`src/rtl/sbuf_pkg.sv`:
```
// sbuf_pkg -- shared types and defaults for the ping-pong operand buffer.
//   bank_state_e : ownership state of one bank (EMPTY = loader owns it,
//                  FULL = array owns it)
//   SBUF_DW/AW   : default data width and per-bank address width
package sbuf_pkg;

    typedef enum logic {
        EMPTY = 1'b0,
        FULL  = 1'b1
    } bank_state_e;

    localparam int SBUF_DW = 16;
    localparam int SBUF_AW = 7;

endpackage : sbuf_pkg

```
`src/rtl/sbuf_bank.sv`:
```
// sbuf_bank -- one 1r1w RAM bank of 2**AW words of DW bits.
//   clk     : clock
//   rst_n   : asynchronous active-low reset (read data register only)
//   we_i    : write enable
//   wadr_i  : write address
//   wdata_i : write data
//   re_i    : read enable
//   radr_i  : read address
//   rdata_o : registered read data; holds its value while re_i is low
module sbuf_bank #(
    parameter int DW = 16,
    parameter int AW = 7
) (
    input  logic          clk,
    input  logic          rst_n,
    input  logic          we_i,
    input  logic [AW-1:0] wadr_i,
    input  logic [DW-1:0] wdata_i,
    input  logic          re_i,
    input  logic [AW-1:0] radr_i,
    output logic [DW-1:0] rdata_o
);

    logic [DW-1:0] mem [2**AW];
    logic [DW-1:0] rdata_q;

    // Array contents carry no reset so the storage maps onto block RAM.
    always_ff @(posedge clk) begin
        if (we_i) begin
            mem[wadr_i] <= wdata_i;
        end
    end

    always_ff @(posedge clk or negedge rst_n) begin
        if (!rst_n) begin
            rdata_q <= '0;
        end else if (re_i) begin
            rdata_q <= mem[radr_i];
        end
    end

    assign rdata_o = rdata_q;

endmodule : sbuf_bank

```
`src/rtl/sbuf_pingpong.sv`:
```
// sbuf_pingpong -- double-buffered operand buffer. The loader fills the
// bank selected by wr_sel while the array reads the bank selected by
// rd_sel; banks change owner through wr_done / rd_done.
//   clk, rst_n              : clock, asynchronous active-low reset
//   wr_en/wr_adr/wr_data    : write into current write bank
//   wr_done / wr_ready      : release write bank / write bank is EMPTY
//   rd_en/rd_adr            : read from current read bank
//   rd_data / rd_valid      : registered read data, valid one cycle later
//   rd_done / rd_ready      : release read bank / read bank is FULL
//   full_cnt                : number of FULL banks (0..2)
//   err_wr / err_rd         : sticky protocol-error flags
module sbuf_pingpong
    import sbuf_pkg::*;
#(
    parameter int DW = SBUF_DW,
    parameter int AW = SBUF_AW
) (
    input  logic          clk,
    input  logic          rst_n,
    input  logic          wr_en,
    input  logic [AW-1:0] wr_adr,
    input  logic [DW-1:0] wr_data,
    input  logic          wr_done,
    output logic          wr_ready,
    input  logic          rd_en,
    input  logic [AW-1:0] rd_adr,
    output logic [DW-1:0] rd_data,
    output logic          rd_valid,
    input  logic          rd_done,
    output logic          rd_ready,
    output logic [1:0]    full_cnt,
    output logic          err_wr,
    output logic          err_rd
);

    bank_state_e   state_q [2];
    bank_state_e   state_d [2];
    logic          wr_sel_q, wr_sel_d;
    logic          rd_sel_q, rd_sel_d;
    logic          rd_valid_q, rd_valid_d;
    logic          rd_bank_q, rd_bank_d;   // bank whose read register drives rd_data
    logic          err_wr_q, err_wr_d;
    logic          err_rd_q, err_rd_d;
    logic          wr_fire, rd_fire, wr_release, rd_release;
    logic [DW-1:0] bank_rdata [2];

    genvar gi;
    generate
        for (gi = 0; gi < 2; gi++) begin : g_bank
            sbuf_bank #(.DW(DW), .AW(AW)) u_bank (
                .clk     (clk),
                .rst_n   (rst_n),
                .we_i    (wr_fire && (wr_sel_q == 1'(gi))),
                .wadr_i  (wr_adr),
                .wdata_i (wr_data),
                .re_i    (rd_fire && (rd_sel_q == 1'(gi))),
                .radr_i  (rd_adr),
                .rdata_o (bank_rdata[gi])
            );
        end
    endgenerate

    // State register.
    always_ff @(posedge clk or negedge rst_n) begin
        if (!rst_n) begin
            for (int i = 0; i < 2; i++) begin
                state_q[i] <= EMPTY;
            end
            wr_sel_q   <= 1'b0;
            rd_sel_q   <= 1'b0;
            rd_valid_q <= 1'b0;
            rd_bank_q  <= 1'b0;
            err_wr_q   <= 1'b0;
            err_rd_q   <= 1'b0;
        end else begin
            for (int i = 0; i < 2; i++) begin
                state_q[i] <= state_d[i];
            end
            wr_sel_q   <= wr_sel_d;
            rd_sel_q   <= rd_sel_d;
            rd_valid_q <= rd_valid_d;
            rd_bank_q  <= rd_bank_d;
            err_wr_q   <= err_wr_d;
            err_rd_q   <= err_rd_d;
        end
    end

    // Next-state logic. A bank can only be released by the loader while
    // EMPTY and by the array while FULL, so both releases never hit the
    // same bank in one cycle.
    always_comb begin
        wr_fire    = wr_en && wr_ready;
        rd_fire    = rd_en && rd_ready;
        wr_release = wr_done && wr_ready;
        rd_release = rd_done && rd_ready;

        for (int i = 0; i < 2; i++) begin
            state_d[i] = state_q[i];
            if (wr_release && (wr_sel_q == 1'(i))) begin
                state_d[i] = FULL;
            end
            if (rd_release && (rd_sel_q == 1'(i))) begin
                state_d[i] = EMPTY;
            end
        end

        wr_sel_d   = wr_sel_q ^ wr_release;
        rd_sel_d   = rd_sel_q ^ rd_release;
        rd_valid_d = rd_fire;
        rd_bank_d  = rd_fire ? rd_sel_q : rd_bank_q;
        err_wr_d   = err_wr_q || ((wr_en || wr_done) && !wr_ready);
        err_rd_d   = err_rd_q || ((rd_en || rd_done) && !rd_ready);
    end

    // Outputs.
    always_comb begin
        wr_ready = (state_q[wr_sel_q] == EMPTY);
        rd_ready = (state_q[rd_sel_q] == FULL);
        full_cnt = {1'b0, state_q[0]} + {1'b0, state_q[1]};
        rd_data  = bank_rdata[rd_bank_q];
        rd_valid = rd_valid_q;
        err_wr   = err_wr_q;
        err_rd   = err_rd_q;
    end

endmodule : sbuf_pingpong

```
`config.mk`:
```
export PLATFORM = sky130hd
export DESIGN_NAME = sbuf_pingpong
export DESIGN_NICKNAME = d
export VERILOG_FILES = /design/src/rtl/sbuf_pkg.sv /design/src/rtl/sbuf_bank.sv /design/src/rtl/sbuf_pingpong.sv
export SDC_FILE = /design/constraint.sdc
export NUM_CORES = 2
export LEC_CHECK = 0
export CORE_ASPECT_RATIO = 0.75
export CORE_MARGIN = 1.5
export CORE_UTILIZATION = 40
export DETAILED_ROUTE_END_ITERATION = 10
export GPL_TIMING_DRIVEN = 0
export PLACE_DENSITY_LB_ADDON = 0.25
export SLEW_MARGIN = 10
export SYNTH_ARGS = -nofsm -noshare
export SYNTH_HDL_FRONTEND = slang
export SYNTH_SLANG_ARGS = --single-unit
```
`constraint.sdc`:
```
create_clock -name clk -period 7.3 [get_ports clk]
set_input_delay 1.46 -clock clk [delete_from_list [all_inputs] [get_ports clk]]
set_output_delay 1.46 -clock clk [all_outputs]
set_load 0.01 [all_outputs]
```
==> results by group <==
Status
  – Status: complete, but fails checks
  – Violated checks: capacitance limit, slew limit, setup timing

STA
  – Maximum clock frequency: 131.8 MHz
  – Crit path time final: 7588 ps
  – Slew @ Worst Pin: 1566 ps
  – WHS: 489.9 ps
  – Hold Violations, Final: 0
  – Fin crit share: 1.040
  – Setup slack after layout: -288.4 ps
  – Worst slew margin: -0.05010
  – Slew Limit Fails: 34
  – Clock Skews: 111.7 ps
  – RSZ-0062 raised after global routing: false
  – Setup violators final: 4

Detailed routing
  – DR pass1 iterations: 7
  – Via/cell ratio: 6.688
  – DRC viols: 0
  – Final wirelength: 726000 um
  – Routed WL per cell: 50.05 um
  – Routed Antenna Nets: 0
  – Violation count after the first detailed-route iteration: 20.00k
  – Detailed-route via count: 97.01k

Finish
  – Finished Layout Cells: 14.51k
  – Fillcell total: 33.16k
  – Post-layout util: 0.4687
  – Final nets: 8791
  – Layout area overhead: 16.49%
  – Area of the multi-input gates: 0.03534 mm^2
  – Share of cells above drive strength 1: 0.2376
  – Seq. cell area: 0.1240 mm^2

Global route
  – Remaining Overflow, GRT: 0
  – Initial antenna violation count: 88
  – Global Route Usage Sum: 0.3488
  – Largest net degree at the start of global routing: 129
  – Global-route wire length before repair: 910000 um
  – Vias in the first global route: 86.69k

Placed design
  – RePlAce Congestion: 1.076
  – # port buffers: 54
  – Placed cell count: 13.72k
  – Post-detail-place hpwl: 512500 um
  – Post-Place Setup Slack: -817.7 ps

Synth
  – Mapped Cells: 8051
  – Cell variety after synth: 66
  – YS warnings: 0
  – Area leader, netlist: edfxtp_1
  – Synth top area share: 0.7641
  – Syn nets: 8092
  – EDFF count, synth: 4096
  – Sequential share of the synthesized area: 0.7703
  – Largest cells by area after synthesis: edfxtp_1 (76%), mux4_2 (8.4%), mux2i_1 (5.5%), a22oi_1 (0.83%), nand2_1 (0.80%)
  – Post-synth ARST share: 0.009671
  – Synth Flop Type: edfxtp_1
  – Seq cells post-synth: 4136
  – Synthesized cell area: 0.1610 mm^2
  – Syn avg cell area: 19.99 um^2

Setup path
  – Startpoint Class: primary input
  – CP arrival: 8460 ps
  – Worst Path Max Fanout: 10
  – CP Class: primary input to flip-flop
  – Worst Path Required: 8170 ps
  – Endpoint class of the critical path: flip-flop

Die
  – Die Y: 552.4 um
  – Core area: 0.4001 mm^2
  – Die X-Extent: 735.5 um
  – # rows: 201
  – Initial Util: 0.4023
  – Ports: 59
  – Die area: 0.4063 mm^2

CTS
  – Clk buf depth: 4
  – CTS resizes: 0
  – Post-CTS Setup Bufs: 0
  – CTS hold repair buffers: 0
  – Total CTS buffers: 398
  – Clock insertion delay at the later pin of the skew report: 1030 ps
  – H-Tree Depth: 5
  – Clock sink count: 4136
  – CTS tree: built
  – Clock Tree Root: clkbuf_16
  – Clock slew seen by the registers of the worst setup and hold paths: 70 ps

Power and ir drop
  – Total Power: 52.21 mW
  – Leakage power: 60.15 nW
  – PwrDens: 278.4 mW/mm^2
  – Peak VDD IR: 0.3198 mV

Min path
  – Min-Delay Path Class: flip-flop to flip-flop

Flow run
  – Max-cap check violation count: 8
## where the power goes
part           switching, mW  leakage [nW]  internal (mW)  total (mW)
Clock                   9.49          6.26           11.7        21.2
Sequential             0.167          37.3           26.2        26.4
Combinational           3.46          16.6           1.19        4.65
Total                   13.1          60.2           39.1        52.2
## Yosys cell counts, drive strengths merged (6+ instances only)
cell type / number
inv: 8
mux2: 63
mux2i: 883
a21oi: 122
nor3: 76
o221ai: 81
nand2b: 18
o311ai: 21
a31oi: 49
o31ai: 34
o2111ai: 7
a32oi: 6
a22o: 8
a31o: 12
a221o: 22
a2111oi: 19
and2: 47
nand2: 345
and3: 11
o41ai: 9
nor2b: 28
o211ai: 23
mux4: 597
edfxtp: 4096
buf: 302
a311oi: 24
o21ai: 72
a22oi: 178
nor2: 319
a221oi: 17
a211oi: 50
dfrtp: 40
nand3: 44
nor4: 10
o22ai: 178
clkbuf: 191
## final timing paths
path,start,to,slack (ps),cells past startpoint
worst max register to register,state_q[0],g_bank[1].u_bank.rdata_o[12],2530,5
worst min register to register,err_wr,err_wr,490,1
worst min-delay path,err_wr,err_wr,490,1
max in group asynchronous,rst_n,g_bank[0].u_bank.rdata_o[10],6210,1
min in group asynchronous,rst_n,err_rd,520,1
worst max-delay path,rd_adr[3],g_bank[0].u_bank.rdata_o[11],-290,12
## per-stage QoR
step	TNS (ps)	instance area, um^2
floorplan	0	161000
global placement	-	168200
detailed placement	-4173	174400
CTS	0	187300
global route	0	187400
finish	-443.7	187500
## worst max-delay path, cell delays in order
cell	delay [ps]
clkdlybuf4s50_1	590
buf_4	470
buf_6	450
buf_4	490
buf_4	530
buf_2	770
clkbuf_1	1040
o221ai_1	490
a21oi_1	1030
nor3_1	310
o211ai_1	430
o311ai_1	180
## area by class of cell
cell class | instances | share of cell area
sequential | 4136 | 0.6612
multi-input combinational | 3414 | 0.1884
clock buffer | 498 | 0.05605
tap | 5379 | 0.03589
timing repair buffer | 299 | 0.02722
buffer | 493 | 0.01761
clock inverter | 226 | 0.01270
antenna | 52 | 0.0006939
inverter | 8 | 0.0001601
## layout by cell type, fill, tap and decap left out, types with 131 or more instances in the layout
master	Yosys	layout
clkbuf_16	0	402
clkbuf_1	191	219
o22ai_1	178	178
edfxtp_1	4096	4096
a22oi_1	178	178
nand2_1	344	343
buf_8	9	147
nor2_2	1	131
mux2i_1	883	881
mux4_2	597	597
nor2_4	0	132
## logic make-up (layout without fill, tap and decap cells)
| kind of cell | count (synthesis) | count (layout) | share of synthesized area |
|---|---|---|---|
| buffers and inverters | 501 | 1524 | 0.02020 |
| other | 0 | 52 | 0 |
| adder cells (fa/ha/maj) | 5 | 5 | 0.0003886 |
| AND/OR/NAND/NOR | 922 | 922 | 0.02481 |
| AO/OA/AOI/OAI | 944 | 944 | 0.04146 |
| multiplexers | 1543 | 1543 | 0.1428 |
| flip-flops | 4136 | 4136 | 0.7703 |
## registers in the layout, indices dropped and copies added (netlist names)
signal	count
state_q	2
err_wr	1
wr_sel_q	1
rd_bank_q	1
err_rd	1
rd_sel_q	1
g_bank.u_bank.mem	4096
g_bank.u_bank.rdata_o	32
rd_valid	1
## layer usage
metal	up-vias	part of all wire	GRT usage
met3	1501	0.19	0.2040
li1	34740	-	-
met1	51590	0.37	0.4653
met4	44	0.063	0.1805
met5	-	0.0015	0.009406
met2	9131	0.38	0.4417
(Power assumes the default switching activity.)
